$ cat config.mk
export PLATFORM = sky130hd
export DESIGN_NAME = ahb_apb_arbiter
export DESIGN_NICKNAME = d
export VERILOG_FILES = /design/src/rtl/ahb_apb_arbiter.sv
export SDC_FILE = /design/constraint.sdc
export NUM_CORES = 1
export LEC_CHECK = 0
export ABC_AREA = 1
export CORE_AREA = 5 5 106 108
export CTS_CLUSTER_DIAMETER = 150
export DETAILED_ROUTE_END_ITERATION = 7
export DIE_AREA = 0 0 111 113
export GPL_ROUTABILITY_DRIVEN = 0
export HOLD_SLACK_MARGIN = 0.02
export PLACE_DENSITY = 0.68
export SLEW_MARGIN = 25
export SYNTH_ARGS = -nofsm -noshare
export SYNTH_HDL_FRONTEND = slang
export SYNTH_SLANG_ARGS = --single-unit
$ cat constraint.sdc
create_clock -name Hclk -period 1.5 [get_ports Hclk]
set_clock_uncertainty 0.2 [all_clocks]
set_input_delay 0.375 -clock Hclk [delete_from_list [all_inputs] [get_ports Hclk]]
set_output_delay 0.375 -clock Hclk [all_outputs]
set_load 0.03 [all_outputs]
$ cat src/rtl/ahb_apb_arbiter.sv
// Two-master round-robin AHB arbiter in front of the AHB-to-APB bridge, with APB window decode.
// Latency: grant/owner registered (1 cycle handover); address, write-data and response paths are combinational.
// Backpressure: every register holds while Hready_out is low; ownership moves only when the owner drives IDLE.
//
// Ports:
//   Hclk, Hrst                    clock, synchronous active-high reset
//   Hbusreq[1:0]                  per-master bus request
//   Haddr/Htrans/Hwrite/Hwdata_mK master K address phase and write data
//   Hready_out, Hresp, Hrdata     bridge response, broadcast as Hready_m/Hresp_m/Hrdata_m
//   Hgrant, Hmaster, Hmaster_d    one-hot grant, address-phase owner, data-phase owner
//   Haddr/Htrans/Hwrite/Hwdata    muxed bus to the bridge; Hsel_APB selects the bridge
module ahb_apb_arbiter #(
  parameter logic [31:0] APB_BASE = 32'h0000_0000,
  parameter logic [31:0] APB_SIZE = 32'h0001_0000
) (
  input  logic        Hclk,
  input  logic        Hrst,
  input  logic [1:0]  Hbusreq,
  input  logic [31:0] Haddr_m0,
  input  logic [31:0] Haddr_m1,
  input  logic [1:0]  Htrans_m0,
  input  logic [1:0]  Htrans_m1,
  input  logic        Hwrite_m0,
  input  logic        Hwrite_m1,
  input  logic [31:0] Hwdata_m0,
  input  logic [31:0] Hwdata_m1,
  input  logic        Hready_out,
  input  logic [1:0]  Hresp,
  input  logic [31:0] Hrdata,
  output logic [1:0]  Hgrant,
  output logic        Hmaster,
  output logic        Hmaster_d,
  output logic [31:0] Haddr,
  output logic [1:0]  Htrans,
  output logic        Hwrite,
  output logic [31:0] Hwdata,
  output logic        Hsel_APB,
  output logic        Hready_m,
  output logic [1:0]  Hresp_m,
  output logic [31:0] Hrdata_m
);

  localparam logic [1:0]  HTRANS_IDLE = 2'b00;
  localparam logic [31:0] WIN_MASK    = ~(APB_SIZE - 32'd1);

  typedef enum logic [1:0] {
    PARK = 2'b00,
    OWN0 = 2'b01,
    OWN1 = 2'b10
  } state_t;

  state_t     state_q, state_d;
  logic       last_q, last_d;
  logic [1:0] grant_d;

  // Next-state: PARK arbitrates immediately; an owner is only released
  // when it drives IDLE, so bursts (including BUSY) are never split.
  always_comb begin
    state_d = state_q;
    last_d  = last_q;
    case (state_q)
      PARK: begin
        case (Hbusreq)
          2'b01:   state_d = OWN0;
          2'b10:   state_d = OWN1;
          2'b11:   state_d = last_q ? OWN0 : OWN1;
          default: state_d = PARK;
        endcase
      end
      OWN0: begin
        if (Htrans_m0 == HTRANS_IDLE) begin
          if (Hbusreq[1]) begin
            state_d = OWN1;
            last_d  = 1'b0;
          end else if (!Hbusreq[0]) begin
            state_d = PARK;
            last_d  = 1'b0;
          end
        end
      end
      OWN1: begin
        if (Htrans_m1 == HTRANS_IDLE) begin
          if (Hbusreq[0]) begin
            state_d = OWN0;
            last_d  = 1'b1;
          end else if (!Hbusreq[1]) begin
            state_d = PARK;
            last_d  = 1'b1;
          end
        end
      end
      default: state_d = PARK;
    endcase
  end

  // PARK keeps master 0 granted so its first request costs no cycle.
  assign grant_d = (state_d == OWN1) ? 2'b10 : 2'b01;

  always_ff @(posedge Hclk) begin
    if (Hrst) begin
      state_q   <= PARK;
      last_q    <= 1'b1;
      Hgrant    <= 2'b01;
      Hmaster   <= 1'b0;
      Hmaster_d <= 1'b0;
    end else if (Hready_out) begin
      state_q   <= state_d;
      last_q    <= last_d;
      Hgrant    <= grant_d;
      Hmaster   <= grant_d[1];
      // Data phase belongs to whoever owned the address phase just accepted.
      Hmaster_d <= Hmaster;
    end
  end

  // Address and data phases are muxed by separate owners.
  assign Haddr  = Hmaster   ? Haddr_m1  : Haddr_m0;
  assign Htrans = Hmaster   ? Htrans_m1 : Htrans_m0;
  assign Hwrite = Hmaster   ? Hwrite_m1 : Hwrite_m0;
  assign Hwdata = Hmaster_d ? Hwdata_m1 : Hwdata_m0;

  // Only NONSEQ/SEQ inside the window select the bridge.
  assign Hsel_APB = Htrans[1] && ((Haddr & WIN_MASK) == APB_BASE);

  assign Hready_m = Hready_out;
  assign Hresp_m  = Hresp;
  assign Hrdata_m = Hrdata;

endmodule

==> flow_summary.json <==
{
  "status": "complete, but fails checks",
  "violations": "negative setup slack",
  "hold_path_class": "reg -> reg",
  "row_count": 37,
  "syn-cell-area_sq_um": 1560,
  "max_slew_margin_pct": 85.6,
  "grt_max_degree": 20,
  "worstHoldPathCells": 2,
  "tns_ps": -25640,
  "drtAntennaViolNets": 0,
  "path_max_fanout": 8,
  "start_util_pct": 15.4,
  "area_delta_synth_final_pct": 198,
  "die_h_microns": 113,
  "cp-start-kind": "register",
  "synth.distinct_cells": 16,
  "antenna_found_initial": 0,
  "grt-ovfl-total": 0,
  "vdd_drop_max_mv": 0.248,
  "setup.worst_path.end": "Hsel_APB",
  "powerDensity_nw_per_um2": 515,
  "rsz0062_at_grt": "true",
  "seq_area_frac_synth_pct": 7.69,
  "startpoint": "Hgrant[1]$_SDFFE_PP0P_",
  "die_area_sq_um": 12500,
  "worst-endpoint-required_ps": 920,
  "setup_viol": 71,
  "htreeDepth": 1,
  "first_pass_iters": 4,
  "timing.rr.end": "state_q[1]$_SDFFE_PP0P_",
  "dpl.hpwl_microns": 7200,
  "synth_fp_nets": 440,
  "cts_max_path_buffers": 2,
  "finish.utilization_pct": 45.9,
  "drc_errors": 0,
  "layout_setup_ws_ps": -616,
  "worst_slew_pin_slew_ps": 216,
  "ys_warn_count": 0,
  "root_buffer": "clkbuf_8",
  "n_antenna_cell": 0,
  "numCtsBuffers": 3,
  "synthCells": 267,
  "final_common_cell": "clkdlybuf4s50_1",
  "reg2reg_from": "state_q[0]$_SDFFE_PP0P_",
  "layout_common_cells": "clkdlybuf4s50_1 (116), buf_6 (79), nand2_1 (65)",
  "final_net_count": 665,
  "drt_iter0_drc": 107,
  "clkSinkCount": 6,
  "die_w_microns": 111,
  "vias_per_cell": 4.12,
  "hold_violations": 0,
  "vias": 2578,
  "drt_wl_total_microns": 9460,
  "fillers": 960,
  "grt.total_usage_pct": 13.2,
  "wire_per_inst_microns": 15.1,
  "drive_gt1_share_pct": 49.4,
  "r2r_setup_slack_ps": 160,
  "synth_area_per_cell_sq_um": 5.85,
  "reg2reg_depth": 7,
  "maxCapViolCount": 0,
  "power_leakage_nw": 2.25,
  "synth_seq_cells": 6,
  "worstSkewPairLatency_ps": 220,
  "io_pins": 280,
  "path_clk_slew_ps": 40,
  "cp_data_arrival_time_ps": 1540,
  "max_clock_freq_mhz": 473,
  "cts_tree": "yes",
  "end_kind": "output pin",
  "crit_type": "reg -> out",
  "period_share_pct": 141,
  "slew_violations": 0,
  "grt_pass1_wl_microns": 13600,
  "core_area_sq_um": 10100,
  "first_global_vias": 2776,
  "portBuffers": 211,
  "post-route-min-period_ps": 2120
}
[worst min path at each step]
stage / start / endpoint / slack (ps)
final: Hgrant[0]$_SDFFE_PP1P_ / Hgrant[0]$_SDFFE_PP1P_ / 270
after global placement: Hgrant[0]$_SDFFE_PP1P_ / Hgrant[0]$_SDFFE_PP1P_ / 260
after global routing: Hgrant[0]$_SDFFE_PP1P_ / Hgrant[0]$_SDFFE_PP1P_ / 330
after detailed placement: Hgrant[0]$_SDFFE_PP1P_ / Hgrant[0]$_SDFFE_PP1P_ / 270
after floorplan: last_q$_SDFFE_PP1P_ / last_q$_SDFFE_PP1P_ / 250
after CTS: Hgrant[0]$_SDFFE_PP1P_ / Hgrant[0]$_SDFFE_PP1P_ / 280
[metal layers]
layer  GRT usage, %  part of all wire [%]
met1           14.0                    36
met2           26.2                    54
met3           3.58                   8.4
met4           2.71                   1.5
met5              0                     0
[timing repair]
item                       in CTS  in global routing
cloned                          0                  1
hold endpoints to repair        0                  0
setup endpoints to repair      77                 76
hold buffers                    0                  0
buffers inserted               28                 12
pin swaps                      18                 12
gates resized for setup       180                 72
[cells by family after synthesis]
| logic type | Yosys count | synth area share (%) |
|---|---|---|
| AO/OA/AOI/OAI | 18 | 6.01 |
| buffers and inverters | 75 | 29.6 |
| flip-flops | 6 | 7.69 |
| AND/OR/NAND/NOR | 136 | 33.6 |
| multiplexers | 32 | 23.1 |
[power by group]
group	internal, mW	total, mW	leakage, nW	switching [mW]
Clock	0.173	0.245	0.0216	0.0723
Combinational	1.05	1.96	2.18	0.905
Sequential	0.173	0.197	0.0512	0.0243
Total	1.40	2.40	2.25	1.00
[Yosys cell counts, drive strengths merged]
library cell,n,share of area [%]
mux2,32,23
nand4,2,0.80
nor2,19,4.6
nand2,108,26
inv,28,6.7
o21ai,14,4.7
dfxtp,6,7.7
buf,47,23
nand3,7,2.2
a21oi,4,1.3
[layout make-up]
class,instances,area [sq um],area share (%)
inverter,28,110,2.37
sequential,6,129,2.77
clock buffer,3,41.3,0.887
multi-input combinational,186,1460,31.4
timing repair buffer,267,2740,58.9
tap,136,170,3.66
[through the flow]
stage	std cells	cell area, sq um	setup WS (ps)	power (mW)	hold WS [ps]
after global placement	594	3850	-759	1.79	264
after detailed placement	594	3850	-732	1.81	268
after floorplan	267	1900	-365	1.21	249
after CTS	619	4380	-570	2.28	277
final	626	4650	-616	2.40	272
after global routing	626	4650	-656	2.51	333
[critical path, stage by stage (launching register included)]
cell and delay, ps:
dfxtp_4 390, clkbuf_16 190, o21ai_2 160, nand2_1 80, nor2_2 160, nand3_2 110
nor2_4 90, buf_6 130
[registers in the layout, indices dropped and copies added (netlist names)]
name       cells
state_q        2
Hgrant         2
last_q         1
Hmaster_d      1
(Power assumes the default switching activity.)
